--- src/rtl/rom_fetch_ctrl_pkg.sv ---
// Shared fetch definitions: NOP encoding, controller states and the {pc, instr} queue entry.
package rom_fetch_ctrl_pkg;

  localparam logic [31:0] NOP_INSN = 32'h0000_0013;
  localparam int          ENTRY_W  = 64;

  typedef enum logic [1:0] {
    ST_IDLE  = 2'd0,
    ST_RUN   = 2'd1,
    ST_DRAIN = 2'd2,
    ST_FAULT = 2'd3
  } state_t;

  typedef struct packed {
    logic [31:0] pc;
    logic [31:0] instr;
  } entry_t;

endpackage

--- src/rtl/rom_fetch_ctrl_queue.sv ---
// DEPTH-entry circular prefetch FIFO; one-cycle write-to-head latency, caller guards push/pop.
// Flush has priority and resets pointers and count together.
module rom_fetch_ctrl_queue
  import rom_fetch_ctrl_pkg::*;
#(
  parameter int DEPTH = 2,
  parameter int WIDTH = ENTRY_W
) (
  input  logic                     clk,
  input  logic                     rst_n,
  input  logic                     push,
  input  logic                     pop,
  input  logic                     flush,
  input  logic [WIDTH-1:0]         din,
  output logic [WIDTH-1:0]         dout,
  output logic [$clog2(DEPTH):0]   count
);

  localparam int PTR_W = $clog2(DEPTH);

  logic [WIDTH-1:0] mem [DEPTH];
  logic [PTR_W-1:0] rd_ptr;
  logic [PTR_W-1:0] wr_ptr;

  // Power-of-two depth lets the pointers wrap naturally.
  always_ff @(posedge clk or negedge rst_n) begin
    if (!rst_n) begin
      rd_ptr <= '0;
      wr_ptr <= '0;
      count  <= '0;
    end else if (flush) begin
      rd_ptr <= '0;
      wr_ptr <= '0;
      count  <= '0;
    end else begin
      if (push) wr_ptr <= wr_ptr + 1'b1;
      if (pop)  rd_ptr <= rd_ptr + 1'b1;
      case ({push, pop})
        2'b10:   count <= count + 1'b1;
        2'b01:   count <= count - 1'b1;
        default: count <= count;
      endcase
    end
  end

  always_ff @(posedge clk) begin
    if (push && !flush) mem[wr_ptr] <= din;
  end

  assign dout = mem[rd_ptr];

endmodule

--- src/rtl/rom_fetch_ctrl.sv ---
// Fetch sequencer: PC, IDLE/RUN/DRAIN FSM and prefetch queue; ROM address to if_valid is 1 cycle.
// Holds pc when the queue is full and decode stalls. FETCH_MISALIGN_TRAP_EN adds the FAULT trap.
module rom_fetch_ctrl
  import rom_fetch_ctrl_pkg::*;
#(
  parameter logic [31:0] RESET_PC  = 32'h0000_0000,
  parameter int          DEPTH     = 2,
  parameter int          ROM_BYTES = 128
) (
  input  logic        clk,
  input  logic        rst_n,
  input  logic        fetch_en,
  input  logic        redirect_valid,
  input  logic [31:0] redirect_pc,
  output logic [31:0] rom_addr,
  input  logic [31:0] rom_instr,
  output logic        if_valid,
  input  logic        if_ready,
  output logic [31:0] if_pc,
  output logic [31:0] if_instr,
  output logic        busy,
  output logic        end_of_rom,
  output logic        fetch_fault
);

  localparam int                CNT_W    = $clog2(DEPTH) + 1;
  localparam logic [CNT_W-1:0]  DEPTH_C  = CNT_W'(DEPTH);
  localparam logic [CNT_W-1:0]  ONE_C    = CNT_W'(1);
  localparam logic [31:0]       ROM_LAST = 32'(ROM_BYTES - 4);

  state_t            state_q, state_d;
  logic [31:0]       pc_q, pc_d;
  logic              eor_q;
  logic              push, pop, flush, q_empty_next;
  logic [CNT_W-1:0]  count;
  logic [ENTRY_W-1:0] q_dout;
  entry_t            head, din;
  logic [31:0]       redir_target;
  logic              misaligned;

`ifdef FETCH_MISALIGN_TRAP_EN
  logic fault_q, fault_d;
  assign redir_target = redirect_pc;
  assign misaligned   = redirect_valid && (redirect_pc[1:0] != 2'b00);
  assign fetch_fault  = fault_q;
`else
  assign redir_target = redirect_pc & ~32'h3;
  assign misaligned   = 1'b0;
  assign fetch_fault  = 1'b0;
`endif

  assign din.pc    = pc_q;
  assign din.instr = rom_instr;
  assign head      = q_dout;

  rom_fetch_ctrl_queue #(
    .DEPTH (DEPTH),
    .WIDTH (ENTRY_W)
  ) u_queue (
    .clk   (clk),
    .rst_n (rst_n),
    .push  (push),
    .pop   (pop),
    .flush (flush),
    .din   (din),
    .dout  (q_dout),
    .count (count)
  );

  assign if_valid   = (count != '0);
  assign if_pc      = if_valid ? head.pc    : 32'h0;
  assign if_instr   = if_valid ? head.instr : NOP_INSN;
  assign rom_addr   = pc_q;
  assign busy       = (state_q != ST_IDLE) || if_valid;
  assign end_of_rom = eor_q;

  always_comb begin
    state_d      = state_q;
    pc_d         = pc_q;
    flush        = 1'b0;
    pop          = if_valid && if_ready && !redirect_valid;
    push         = (state_q == ST_RUN) && fetch_en && !redirect_valid &&
                   ((count < DEPTH_C) || pop);
    q_empty_next = (count == '0) || ((count == ONE_C) && pop && !push);
`ifdef FETCH_MISALIGN_TRAP_EN
    fault_d      = fault_q;
`endif

    case (state_q)
      ST_IDLE:  if (fetch_en) state_d = ST_RUN;
      ST_RUN:   if (!fetch_en) state_d = ST_DRAIN;
      ST_DRAIN: begin
        if (fetch_en)          state_d = ST_RUN;
        else if (q_empty_next) state_d = ST_IDLE;
      end
`ifdef FETCH_MISALIGN_TRAP_EN
      ST_FAULT: state_d = ST_FAULT;
`endif
      default:  state_d = ST_IDLE;
    endcase

    // Redirect wins over push/pop; IDLE and DRAIN only take the new pc.
    if (redirect_valid) begin
      flush = 1'b1;
      pc_d  = redir_target;
      if (state_q == ST_IDLE || state_q == ST_DRAIN) state_d = state_q;
    end

`ifdef FETCH_MISALIGN_TRAP_EN
    if (misaligned) begin
      pc_d    = pc_q;
      state_d = ST_FAULT;
      fault_d = 1'b1;
    end else if (redirect_valid && state_q == ST_FAULT) begin
      state_d = fetch_en ? ST_RUN : ST_IDLE;
      fault_d = 1'b0;
    end
`endif

    if (push) pc_d = pc_q + 32'd4;
  end

  always_ff @(posedge clk or negedge rst_n) begin
    if (!rst_n) begin
      state_q <= ST_IDLE;
      pc_q    <= RESET_PC;
      eor_q   <= 1'b0;
    end else begin
      state_q <= state_d;
      pc_q    <= pc_d;
      if (push && (pc_q > ROM_LAST)) eor_q <= 1'b1;
    end
  end

`ifdef FETCH_MISALIGN_TRAP_EN
  always_ff @(posedge clk or negedge rst_n) begin
    if (!rst_n) fault_q <= 1'b0;
    else        fault_q <= fault_d;
  end
`endif

endmodule

--- config.mk ---
export PLATFORM = sky130hd
export DESIGN_NAME = rom_fetch_ctrl
export DESIGN_NICKNAME = d
export VERILOG_FILES = /design/src/rtl/rom_fetch_ctrl_pkg.sv /design/src/rtl/rom_fetch_ctrl_queue.sv /design/src/rtl/rom_fetch_ctrl.sv
export SDC_FILE = /design/constraint.sdc
export NUM_CORES = 1
export LEC_CHECK = 0
export ABC_CLOCK_PERIOD_IN_PS = 6500
export CORE_MARGIN = 5
export CORE_UTILIZATION = 48
export CTS_BUF_LIST = sky130_fd_sc_hd__clkbuf_16
export CTS_CLUSTER_DIAMETER = 150
export DETAILED_ROUTE_END_ITERATION = 8
export PLACE_DENSITY = 0.78
export SLEW_MARGIN = 15
export SYNTH_ARGS = -nofsm -noshare
export SYNTH_HDL_FRONTEND = slang
export SYNTH_SLANG_ARGS = --single-unit
export TNS_END_PERCENT = 100
--- constraint.sdc ---
create_clock -name clk -period 6.5 [get_ports clk]
set_input_delay 0.65 -clock clk [delete_from_list [all_inputs] [get_ports clk]]
set_output_delay 0.65 -clock clk [all_outputs]
set_load 0.05 [all_outputs]
### After elaboration in Yosys (flattened, before gate mapping)

Memory sizes are Yosys's and may differ from the RTL's.
Index checks and enable logic that the tools add are counted.

| storage, ports and cells | value |
|---|---|
| input port bits | 69 |
| register bits | 39 |
| memories kept | 1 |
| logic and storage cells | 64 |
| memory bits (writable) | 128 |
| output and inout port bits | 100 |

Memory list:

| name | words | width | rd ports | clocked after memory_dff | write ports | RTL line | source |
|---|---|---|---|---|---|---|---|
| u_queue.mem | 2 | 64 | 1 | 0 | 1 | rom_fetch_ctrl_queue.sv:21 | `logic [WIDTH-1:0] mem [DEPTH];` |

| operators by class | value |
|---|---|
| $lt $le $gt $ge | 2 |
| mux-type cells | 20 |
| $add $sub $neg | 5 |
| reduce and logical (&&, ||, !) cells | 24 |
| equality and inequality tests | 6 |

Operators with widths:

| cell | number |
|---|---|
| $mux W32 | 4 |
| $add A32 B3 Y32 const B | 1 |
| $gt A32 B7 Y1 const B | 1 |
| $mux W2 | 7 |
| $reduce_bool A2 Y1 | 5 |
| $logic_and A1 B1 Y1 | 9 |
| $mux W1 | 7 |
| $eq A2 B1 Y1 const B | 3 |
| $pmux W2 S3 | 1 |
| $eq A2 B2 Y1 const B | 2 |
| $logic_not A2 Y1 | 2 |
| $logic_or A1 B1 Y1 | 4 |
| $pmux W2 S2 | 1 |
| $logic_not A1 Y1 | 3 |
| $reduce_bool A3 Y1 | 1 |
| $add A1 B1 Y1 const B | 2 |
| $add A2 B1 Y2 const B | 1 |
| $lt A2 B2 Y1 const B | 1 |
| $ne A2 B2 Y1 const B | 1 |
| $sub A2 B1 Y2 const B | 1 |

### Longest topological paths before layout

Gate-level depths: netlist of the first run.

| depth | value |
|---|---|
| depth after elaboration | 13 |
| gate-level depth with buffers | 10 |
| mapped depth without buffers | 6 |

### Cells and area by module

From an unflattened synthesis of the first run, not the netlist that was laid out.

| second synthesis, totals | value |
|---|---|
| cell total of the unflattened synthesis | 523 |
| area total of the unflattened synthesis | 7504.7 µm² |

Modules (own cells, without submodules):

| module | times used | area an instance (µm²) | cells each | seq. area each (µm²) |
|---|---|---|---|---|
| rom_fetch_ctrl_queue | 1 | 5028.6 | 218 | 3943.8 |
| rom_fetch_ctrl | 1 | 2476.1 | 305 | 825.8 |

### Worst setup path after synthesis of the first run

Ideal clock, no wire load.

| timing | value |
|---|---|
| path kind | register to register |
| from | reg u_queue.count[1] |
| to | mem u_queue.mem[0][0] in the netlist's numbering (enable) |
| data required time | 6.018 ns |
| period minus slack after synthesis | 4.903 ns |
| stages on the path, launching flop included | 10 |
| arrival time | 4.421 ns |
| library setup time | 0.482 ns |
| path slack | 1.597 ns |
| path buffers | 3 |
| path through | dfrtp_1 clkbuf_1 inv_1 ha_1 buf_2 nand2b_4 buf_6 a21oi_1 nand2_1 nor2_1 |

| between the ends | value |
|---|---|
| cells in the longest elaborated chain, start to end | 8 |
| elaborated cells on any way between the ends | 9 |
| those cells by class | order compare: 1; mux: 2; reduce/logical: 6 |

RTL lines:

| what | RTL line | source |
|---|---|---|
| start: declaration | rom_fetch_ctrl_queue.sv:16 | `output logic [$clog2(DEPTH):0] count` |
| start signal: assignment | rom_fetch_ctrl_queue.sv:39 | `2'b10: count <= count + 1'b1;` |
| start signal: assignment | rom_fetch_ctrl_queue.sv:40 | `2'b01: count <= count - 1'b1;` |
| start signal: assignment | rom_fetch_ctrl_queue.sv:41 | `default: count <= count;` |
| $reduce_bool A2 Y1 | rom_fetch_ctrl.sv:70 | `assign if_valid = (count != '0);` |
| $logic_and A1 B1 Y1 (2 in a row) | rom_fetch_ctrl.sv:81 | `pop = if_valid && if_ready && !redirect_valid;` |
| $logic_or A1 B1 Y1 * | rom_fetch_ctrl.sv:83 | `((count < DEPTH_C) \|\| pop);` |
| $logic_and A1 B1 Y1 * | rom_fetch_ctrl.sv:82 | `push = (state_q == ST_RUN) && fetch_en && !redirect_valid &&` |
| $logic_and A1 B1 Y1 * | rom_fetch_ctrl_queue.sv:47 | `if (push && !flush) mem[wr_ptr] <= din;` |
| $mux W1 * | rom_fetch_ctrl_queue.sv:47 |  |
| $mux W1 (not written as such) * | rom_fetch_ctrl_queue.sv:47 |  |
| end: declaration | rom_fetch_ctrl_queue.sv:21 |  |

Every way passes the cells marked *; elsewhere a longest branch is shown, timed or not.

### Worst setup path in the final report of the first run

| timing | value |
|---|---|
| from | reg u_queue.count[1] |
| to | out busy |

| between the ends | value |
|---|---|
| cells in the longest elaborated chain, start to end | 2 |

RTL lines:

| what | RTL line | source |
|---|---|---|
| $reduce_bool A2 Y1 | rom_fetch_ctrl.sv:70 |  |
| $logic_or A1 B1 Y1 | rom_fetch_ctrl.sv:74 | `assign busy = (state_q != ST_IDLE) \|\| if_valid;` |
| end: declaration | rom_fetch_ctrl.sv:21 | `output logic busy,` |

Every way passes these cells.

==> results of run 1 <==
[sequential cells by signal, summed over array words and instances (netlist names)]
| signal | cells |
|---|---|
| state_q | 2 |
| u_queue.rd_ptr | 1 |
| rom_addr | 30 |
| u_queue.wr_ptr | 1 |
| end_of_rom | 1 |
| u_queue.mem | 124 |
| u_queue.count | 2 |
[how the worst max path moves through the flow]
stage,end,depth (start not counted)
global route,busy,6
detailed placement,u_queue.mem[0][7],6
floorplan,u_queue.mem[0][0],9
CTS,busy,6
finish,busy,6
global placement,u_queue.mem[0][10],6
[area by class of cell]
class                           count  area share
Inverter                           11     0.00439
Timing Repair Buffer              165       0.174
Clock buffer                       17      0.0452
Sequential cell                   161       0.494
Clock inverter                     15      0.0169
Multi-Input combinational cell    347       0.241
Tap cell                          184      0.0245
[cells in the final DEF, fill, tap and decap left out, types with 5 or more instances in the layout]
master,count
clkdlybuf4s50_1,160
edfxtp_1,124
nor2_1,82
mux2i_1,63
dfrtp_1,36
nand2_1,22
a31oi_1,18
o21ai_0,18
nand4_1,17
clkbuf_16,17
nand3_1,15
inv_1,10
or4_1,10
o31ai_1,10
nor4_1,9
nor2b_1,8
xnor2_1,7
or3_1,6
nor3_1,6
a21oi_1,5
conb_1,5
[metal layers]
| metal | vias up | GRT usage | part of all wire |
|---|---|---|---|
| met1 | 2491 | 0.251 | 0.43 |
| li1 | 2385 | - | - |
| met3 | 22 | 0.0493 | 0.064 |
| met5 | - | 0 | 0 |
| met4 | 0 | 0.0589 | 0.018 |
| met2 | 195 | 0.316 | 0.49 |
[stage by stage]
stage / instance area [µm²] / hold WS (ns)
global route: 9410 / 0.399
global placement: 8820 / 0.492
CTS: 9410 / 0.365
floorplan: 7130 / 0.354
detailed placement: 8830 / 0.486
finish: 9410 / 0.354
[power by group]
group | internal, mW | leakage, nW | switching (mW)
registers | 1.16 | 1.54 | 0.0989
logic | 0.325 | 1.29 | 0.604
clock network | 0.571 | 0.284 | 0.404
total | 2.05 | 3.11 | 1.11
[cell families after synthesis]
family,count (synthesis)
AOI/OAI and AO/OA,76
xor gates and xnor gates,7
adders and majority gates,4
buffers and inverters,46
DFF,161
muxes,63
other,1
and+or+nand+nor,192
==> results.ini, run 1 <==
[run_status]
status = finished, final reports clean

[placed_design]
dp_hpwl_um = 11300
post-place-ws_ns = 2.32
dp.cells = 868
portBuffers = 161
routabilityCongestion = 0.864

[clock_tree]
cts_setup_buffers = 0
cts.sinks = 161
worst_setup_hold_path_clk_slew_ns = 0.07
htreeDepth = 4
insertion_delay_ns = 0.41
cts.repair.resized = 0
cts_root_buffer = clkbuf_16
cts-buffers-inserted = 17
cts_hold_buf = 0
cts_tree = built
clock_path_buffers = 2

[critical_path]
crit_fanout = 62
criticalPathCategory = reg2out
critPathArrivalTime_ns = 3.10
cp_slowest_cell = clkdlybuf4s50_1
rr_startpoint = u_queue.count[1]
rr_worst_depth = 7
cp.required_ns = 5.85
crit_path_cell_trace = inv_1 > ha_2 > buf_4 > inv_1 > or3_1 > clkdlybuf4s50_1
r2r_slack_ns = 2.94
cp-end-kind = primary output
cp_num_buf_inv = 4
cpPeakStageDelay_ns = 0.72
r2r_end = u_queue.mem[0][42]
crit_family = buffers and inverters
worstSetupStartpointType = register
startpoint = u_queue.count[1]
cpMostUsedCell = inv_1

[die]
die_w_um = 132
fp.coreArea_um2 = 14500
boundaryPins = 169
initial_utilization = 0.489
die_area_um2 = 17400
die_y_um = 132
fp-row-count = 44

[global_route]
track_usage = 0.192
grt_pass1_wl_um = 26900
grt-ovfl-total = 0
grt_max_degree = 64
grt_pass1_vias = 5105
antenna_found_initial = 0

[sta]
drv_slew = 0
rsz0062_at_grt = false
period_share = 0.576
layout_setup_ws_ns = 2.75
report.final.hold_viol_count = 0
tightest_slew_ns = 1.14
timing.fmax_ghz = 0.267
finalSetupViolCount = 0
finalCriticalPeriod_ns = 3.75
worst_clock_skew_ns = 0.0104
finalSetupTns_ns = 0
relSlewSlack = 0.241

[synthesis]
synthMuxAreaShare = 0.0887
synthAdderAreaFrac = 0.00704
avgSynthCellArea_um2 = 12.9
synthFlopType = edfxtp_1
synth-compound-area-share = 0.0749
yosys.area.top_type_share = 0.524
ys_seq_area_frac = 0.654
synth_xor_area_frac = 0.00862
synth_area_leader_cell = edfxtp_1
synthTopCellsByArea = edfxtp_1 (52%), dfrtp_1 (13%), mux2i_1 (8.9%)
ys_async_sr_fraction = 0.230
synth_top_family_by_area = simple AND/OR/NAND/NOR gates
synth-edff-count = 124
synthCells = 550
yosysMostFrequentCell = edfxtp_1
synth_simple_gate_area_share = 0.135
yosys-top-cells-count = edfxtp_1 (124), nor2_1 (83), mux2i_1 (63)
synth_area_um2 = 7110
yosys_warnings = 0
yosys_register_bits = 161
yosysUniqueCellTypes = 50

[drt]
postRouteAntennaNets = 0
drc = 0
dr.pass1.iters = 5
wl_per_cell_um = 18.7
dr_total_vias = 5093
drt-initial-drc-count = 299
drt-vias-per-instance = 5.66
wl_um = 16900

[worst_hold_path]
hp-class = in2async

[layout]
multi_input_area_um2 = 2270
n_antenna_cell = 0
nets = 776
area_growth_pct = 32.4
fillers = 1083
drive_gt1_frac = 0.0670
final_cells = 900
seq_area_um2 = 4650
post-route-util = 0.648

[job]
cap_violations = 0

[power_and_ir_drop]
power_mw = 3.16
leakagePower_nw = 3.11
p_per_area_nw_per_um2 = 335
ir_worst_vdd_mv = 0.191

Note: power is estimated with default switching activity, not from simulation.
==> inputs of run 2 (changes only) <==
ABC_CLOCK_PERIOD_IN_PS = 3900   (was 6500)
clock period = 3.9 ns   (was 6.5 ns; I/O delays follow)
==> run 2 against run 1 <==
  * Critical path depth is 1 lower
  * Combinational power is 71% higher
  * Global-route usage is 0.80 points higher
  * Via count is 0.47% higher
  * Setup slack worse by 2.2 ns
  * First-iteration DRC count is 35% higher
  * Flip-flop and latch count stayed put
  * Hold slack worse by 0.27 ns
  * Sequential power is 65% higher
  * Die area stayed put
==> results.ini, run 2 (synthesis gave the netlist of run 1 again) <==
[run_status]
status = finished, final reports clean  ; unchanged

[drt]
drt-initial-drc-count = 404  ; was 299
drt-vias-per-instance = 5.66  ; about the same
dr_total_vias = 5117  ; was 5093
postRouteAntennaNets = 0  ; unchanged
dr.pass1.iters = 6  ; was 5
drc = 0  ; unchanged
wl_per_cell_um = 19.0  ; was 18.7 µm
wl_um = 17200  ; was 16900 µm

[layout]
fillers = 1108  ; was 1083
n_antenna_cell = 0  ; unchanged
post-route-util = 0.648  ; unchanged
top_register = u_queue.mem  ; unchanged
drive_gt1_frac = 0.0736  ; was 0.0670
final_cell_mix = clkdlybuf4s50_1 (160), edfxtp_1 (124), nor2_1 (82)  ; unchanged
area_growth_pct = 32.4  ; unchanged
nets = 780  ; was 776
seq_area_um2 = 4650  ; unchanged
final_common_cell = clkdlybuf4s50_1  ; unchanged
largest_reg_flops = 124  ; unchanged
multi_input_area_um2 = 2260  ; was 2270 µm²

[worst_hold_path]
hp-class = in2async  ; unchanged

[power_and_ir_drop]
power_mw = 5.15  ; was 3.16 mW
leakagePower_nw = 3.11  ; about the same
ir_worst_vdd_mv = 0.311  ; was 0.191 mV
p_per_area_nw_per_um2 = 547  ; was 335 nW/µm²

[sta]
finalCriticalPeriod_ns = 3.35
period_share = 0.858
rsz0062_at_grt = false  ; unchanged
finalSetupViolCount = 0  ; unchanged
timing.fmax_ghz = 0.299
relSlewSlack = 0.425  ; was 0.241
tightest_slew_ns = 0.863  ; was 1.14 ns
finalSetupTns_ns = 0  ; unchanged
worst_clock_skew_ns = 0.0117  ; was 0.0104 ns
report.final.hold_viol_count = 0  ; unchanged
drv_slew = 0  ; unchanged

[clock_tree]
cts_hold_buf = 0  ; unchanged
clock_path_buffers = 2  ; unchanged
cts.sinks = 161  ; unchanged
cts-buffers-inserted = 17  ; unchanged
cts_setup_buffers = 0  ; unchanged
cts_root_buffer = clkbuf_16  ; unchanged
cts_tree = built  ; unchanged
insertion_delay_ns = 0.42  ; was 0.41 ns
worst_setup_hold_path_clk_slew_ns = 0.07  ; about the same
htreeDepth = 4  ; unchanged
cts.repair.resized = 0  ; unchanged

[critical_path]
r2r_slack_ns = 0.96  ; was 2.94 ns
crit_path_cell_trace = inv_1 > ha_2 > buf_4 > nor2_1 > clkdlybuf4s50_1  ; was inv_1 > ha_2 > buf_4 > inv_1 > or3_1 > clkdlybuf4s50_1
cp_slowest_cell = clkdlybuf4s50_1  ; unchanged
cp-end-kind = primary output  ; unchanged
critPathArrivalTime_ns = 2.96  ; was 3.10 ns
cp.required_ns = 3.51  ; was 5.85 ns
cpPeakStageDelay_ns = 0.72  ; about the same
cp_num_buf_inv = 3  ; was 4
worstSetupStartpointType = register  ; unchanged
criticalPathCategory = reg2out  ; unchanged
crit_family = buffers and inverters  ; unchanged
crit_fanout = 40  ; was 62

[placed_design]
dp_hpwl_um = 11700  ; was 11300 µm
routabilityCongestion = 0.863  ; was 0.864
portBuffers = 161  ; unchanged

[die]
boundaryPins = 169  ; unchanged
fp.coreArea_um2 = 14500  ; unchanged
die_area_um2 = 17400  ; unchanged
die_y_um = 132  ; unchanged
die_w_um = 132  ; unchanged
initial_utilization = 0.489  ; unchanged
fp-row-count = 44  ; unchanged

[job]
cap_violations = 0  ; unchanged

[global_route]
antenna_found_initial = 0  ; unchanged
grt_pass1_vias = 5037  ; was 5105
grt_pass1_wl_um = 27700  ; was 26900 µm
track_usage = 0.200  ; was 0.192
grt-ovfl-total = 0  ; unchanged
grt_max_degree = 63  ; was 64

run 2: changes by cell type in the layout (fill, tap and decap cells not counted), sizes merged:
cell,delta
clkinv,-1
buf,+4
bufinv,-2
inv,+1
clkinvlp,+2
run 2: report_power, final:
group / total, mW / internal (mW) / switching [mW]
Sequential: 2.06 / 1.93 / 0.135
Combinational: 1.59 / 0.545 / 1.04
Clock: 1.50 / 0.820 / 0.676
run 2: routing by layer:
| layer | vias to the layer above | GRT usage | share of wire |
|---|---|---|---|
| met3 | 17 | 0.0470 | 0.054 |
| met1 | 2506 | 0.270 | 0.44 |
| met4 | 0 | 0.0531 | 0.010 |
| li1 | 2395 | - | - |
| met5 | - | 0 | 0 |
| met2 | 199 | 0.328 | 0.50 |
run 2: final cells by class:
type | count | share of cell area
multi-input cells | 347 | 0.240
inverters | 11 | 0.00439
repair buffers | 169 | 0.180
clock inverters | 15 | 0.0117
well taps | 184 | 0.0245
flip-flops and latches | 161 | 0.494
clock buffers | 17 | 0.0452
run 2: path summary, 6_finish.rpt:
kind	startpoint	to	cells after the start
setup / recovery	u_queue.count[1]	if_pc[17]	5
hold / removal	rst_n	rom_addr[23]	1
setup reg to reg	u_queue.count[1]	rom_addr[19]	6
hold reg to reg	end_of_rom	end_of_rom	1
max in group asynchronous	rst_n	u_queue.rd_ptr	1
min in group clk	end_of_rom	end_of_rom	1
run 2: stage by stage:
| stage | worst slack [ns] | cells | area (µm²) | hold WS (ns) |
|---|---|---|---|---|
| floorplan | 0.0241 | 554 | 7130 | 0.0944 |
| global placement | 1.03 | 872 | 8880 | 0.479 |
| detailed placement | 0.956 | 872 | 8880 | 0.470 |
| CTS | 0.519 | 904 | 9410 | 0.0969 |
| global route | 0.304 | 904 | 9410 | 0.122 |
| finish | 0.553 | 904 | 9410 | 0.0861 |
==> inputs of run 3 (changes only) <==
CORE_UTILIZATION = 40   (was 48)
PLACE_DENSITY = not set   (was 0.78)
PLACE_DENSITY_LB_ADDON = 0.1   (was not set)
==> run 3 against run 2 <==
  * Cell count increased by 4.6%
  * Highest routed layer unchanged
  * Count of clock-buffer cells in the layout unchanged
  * Register-to-register slack got worse by 0.07 ns
  * Critical path depth unchanged
  * Wire length increased by 1.0%
  * Clock skew decreased by 0.0063 ns
  * Maximum frequency decreased by 2.2%
  * Critical endpoint is now if_pc[10]
  * Sequential share of layout area decreased by 0.53 points
  * Utilization decreased by 9.9 points
  * Via count decreased by 1.4%
  * Design area increased by 1.1%
  * Setup slack got worse by 0.074 ns
==> results.ini, run 3 (synthesis gave the netlist of run 1 again) <==
[run_status]
status = finished, final reports clean  ; unchanged

[job]
cap_violations = 0  ; unchanged

[power_and_ir_drop]
power_mw = 5.26  ; was 5.15 mW
p_per_area_nw_per_um2 = 553  ; was 547 nW/µm²
ir_worst_vdd_mv = 0.310  ; was 0.311 mV
leakagePower_nw = 3.14  ; was 3.11 nW

[drt]
wl_per_cell_um = 18.4  ; was 19.0 µm
postRouteAntennaNets = 0  ; unchanged
drc = 0  ; unchanged
dr.pass1.iters = 5  ; was 6
drt-initial-drc-count = 326  ; was 404
dr_total_vias = 5046  ; was 5117
drt-vias-per-instance = 5.33  ; was 5.66
wl_um = 17400  ; was 17200 µm

[critical_path]
crit_fanout = 39  ; was 40
critPathArrivalTime_ns = 3.03  ; was 2.96 ns
worstSetupStartpointType = register  ; unchanged
cpPeakStageDelay_ns = 0.72  ; about the same
cp.required_ns = 3.51  ; about the same
r2r_slack_ns = 0.89  ; was 0.96 ns
cp_slowest_cell = clkdlybuf4s50_1  ; unchanged
crit_path_cell_trace = inv_1 > ha_2 > buf_4 > nor2_1 > clkdlybuf4s50_1  ; unchanged
criticalPathCategory = reg2out  ; unchanged
cp-end-kind = primary output  ; unchanged

[placed_design]
dp.cells = 914  ; was 872
dp_hpwl_um = 11600  ; was 11700 µm
portBuffers = 161  ; unchanged
routabilityCongestion = 0.807  ; was 0.863

[layout]
top_register = u_queue.mem  ; unchanged
largest_reg_flops = 124  ; unchanged
area_growth_pct = 33.8  ; was 32.4%
drive_gt1_frac = 0.0652  ; was 0.0736
nets = 781  ; was 780
post-route-util = 0.548  ; was 0.648
final_common_cell = clkdlybuf4s50_1  ; unchanged
final_cells = 946  ; was 904
n_antenna_cell = 0  ; unchanged
final_cell_mix = clkdlybuf4s50_1 (160), edfxtp_1 (124), nor2_1 (82)  ; unchanged

[die]
initial_utilization = 0.410  ; was 0.489
fp-row-count = 48  ; was 44
die_y_um = 143  ; was 132 µm
die_w_um = 143  ; was 132 µm
fp.coreArea_um2 = 17400  ; was 14500 µm²
die_area_um2 = 20500  ; was 17400 µm²
boundaryPins = 169  ; unchanged

[clock_tree]
cts_setup_buffers = 0  ; unchanged
clock_path_buffers = 2  ; unchanged
insertion_delay_ns = 0.41  ; was 0.42 ns
htreeDepth = 4  ; unchanged
cts_hold_buf = 0  ; unchanged
cts-buffers-inserted = 17  ; unchanged
cts.sinks = 161  ; unchanged
worst_setup_hold_path_clk_slew_ns = 0.06  ; was 0.07 ns
cts_tree = built  ; unchanged
cts.repair.resized = 0  ; unchanged
cts_root_buffer = clkbuf_16  ; unchanged

[sta]
report.final.hold_viol_count = 0  ; unchanged
timing.fmax_ghz = 0.292  ; was 0.299 GHz
finalCriticalPeriod_ns = 3.42  ; was 3.35 ns
finalSetupViolCount = 0  ; unchanged
tightest_slew_ns = 0.901  ; was 0.863 ns
relSlewSlack = 0.399  ; was 0.425
rsz0062_at_grt = false  ; unchanged
worst_clock_skew_ns = 0.00537  ; was 0.0117 ns
finalSetupTns_ns = 0  ; unchanged
period_share = 0.877  ; was 0.858
drv_slew = 0  ; unchanged

[global_route]
grt_pass1_wl_um = 27100  ; was 27700 µm
grt_pass1_vias = 5130  ; was 5037
grt-ovfl-total = 0  ; unchanged
grt_max_degree = 63  ; unchanged
antenna_found_initial = 0  ; unchanged
track_usage = 0.171  ; was 0.200

[worst_hold_path]
hp-class = in2async  ; unchanged

## run 3: worst max-delay path, delay by kind of cell (launching register included)
family / cells / cell delay (ns)
and+or+nand+nor: 1 / 0.12
DFF: 1 / 0.53
buffers and inverters: 3 / 1.39
adders and majority gates: 1 / 0.56
## run 3: final timing paths
| kind | cells after the start | startpoint | end |
|---|---|---|---|
| setup reg to reg | 6 | u_queue.count[1] | u_queue.mem[1][59] |
| min in group clk | 1 | end_of_rom | end_of_rom |
| hold / removal | 1 | rst_n | rom_addr[25] |
| setup / recovery | 5 | u_queue.count[1] | if_pc[10] |
| hold reg to reg | 1 | end_of_rom | end_of_rom |
| max in group asynchronous | 1 | rst_n | u_queue.rd_ptr |
## run 3: metrics by stage
step / instance area (µm²) / hold WS (ns) / worst slack (ns)
6_report: 9520 / 0.106 / 0.479
5_1_grt: 9520 / 0.164 / 0.313
4_1_cts: 9520 / 0.120 / 0.417
3_5_place_dp: 8940 / 0.468 / 0.838
3_3_place_gp: 8940 / 0.486 / 0.907
2_1_floorplan: 7130 / 0.0944 / 0.0241
## run 3: power by group
part	leakage (nW)	switching, mW	total, mW	internal (mW)
Clock	0.280	0.615	1.60	0.988
Sequential	1.54	0.131	2.06	1.93
Combinational	1.32	1.05	1.60	0.549
## run 3: routing by layer
layer  global-route usage  routed length, µm  up-vias
li1                     -                  -     2404
met1                0.225               7560     2449
met2                0.278               8510      175
met3               0.0363               1010       18
met4               0.0654                311        0
met5                    0                  0        -
## run 3: cell type report
cell class                 count  area (µm²)
tap                          225         282
inverter                      11        41.3
clock inverter                15         150
timing repair buffer         170        1700
sequential                   161        4650
multi-input combinational    347        2270
clock buffer                  17         425
fill                        1463        7840
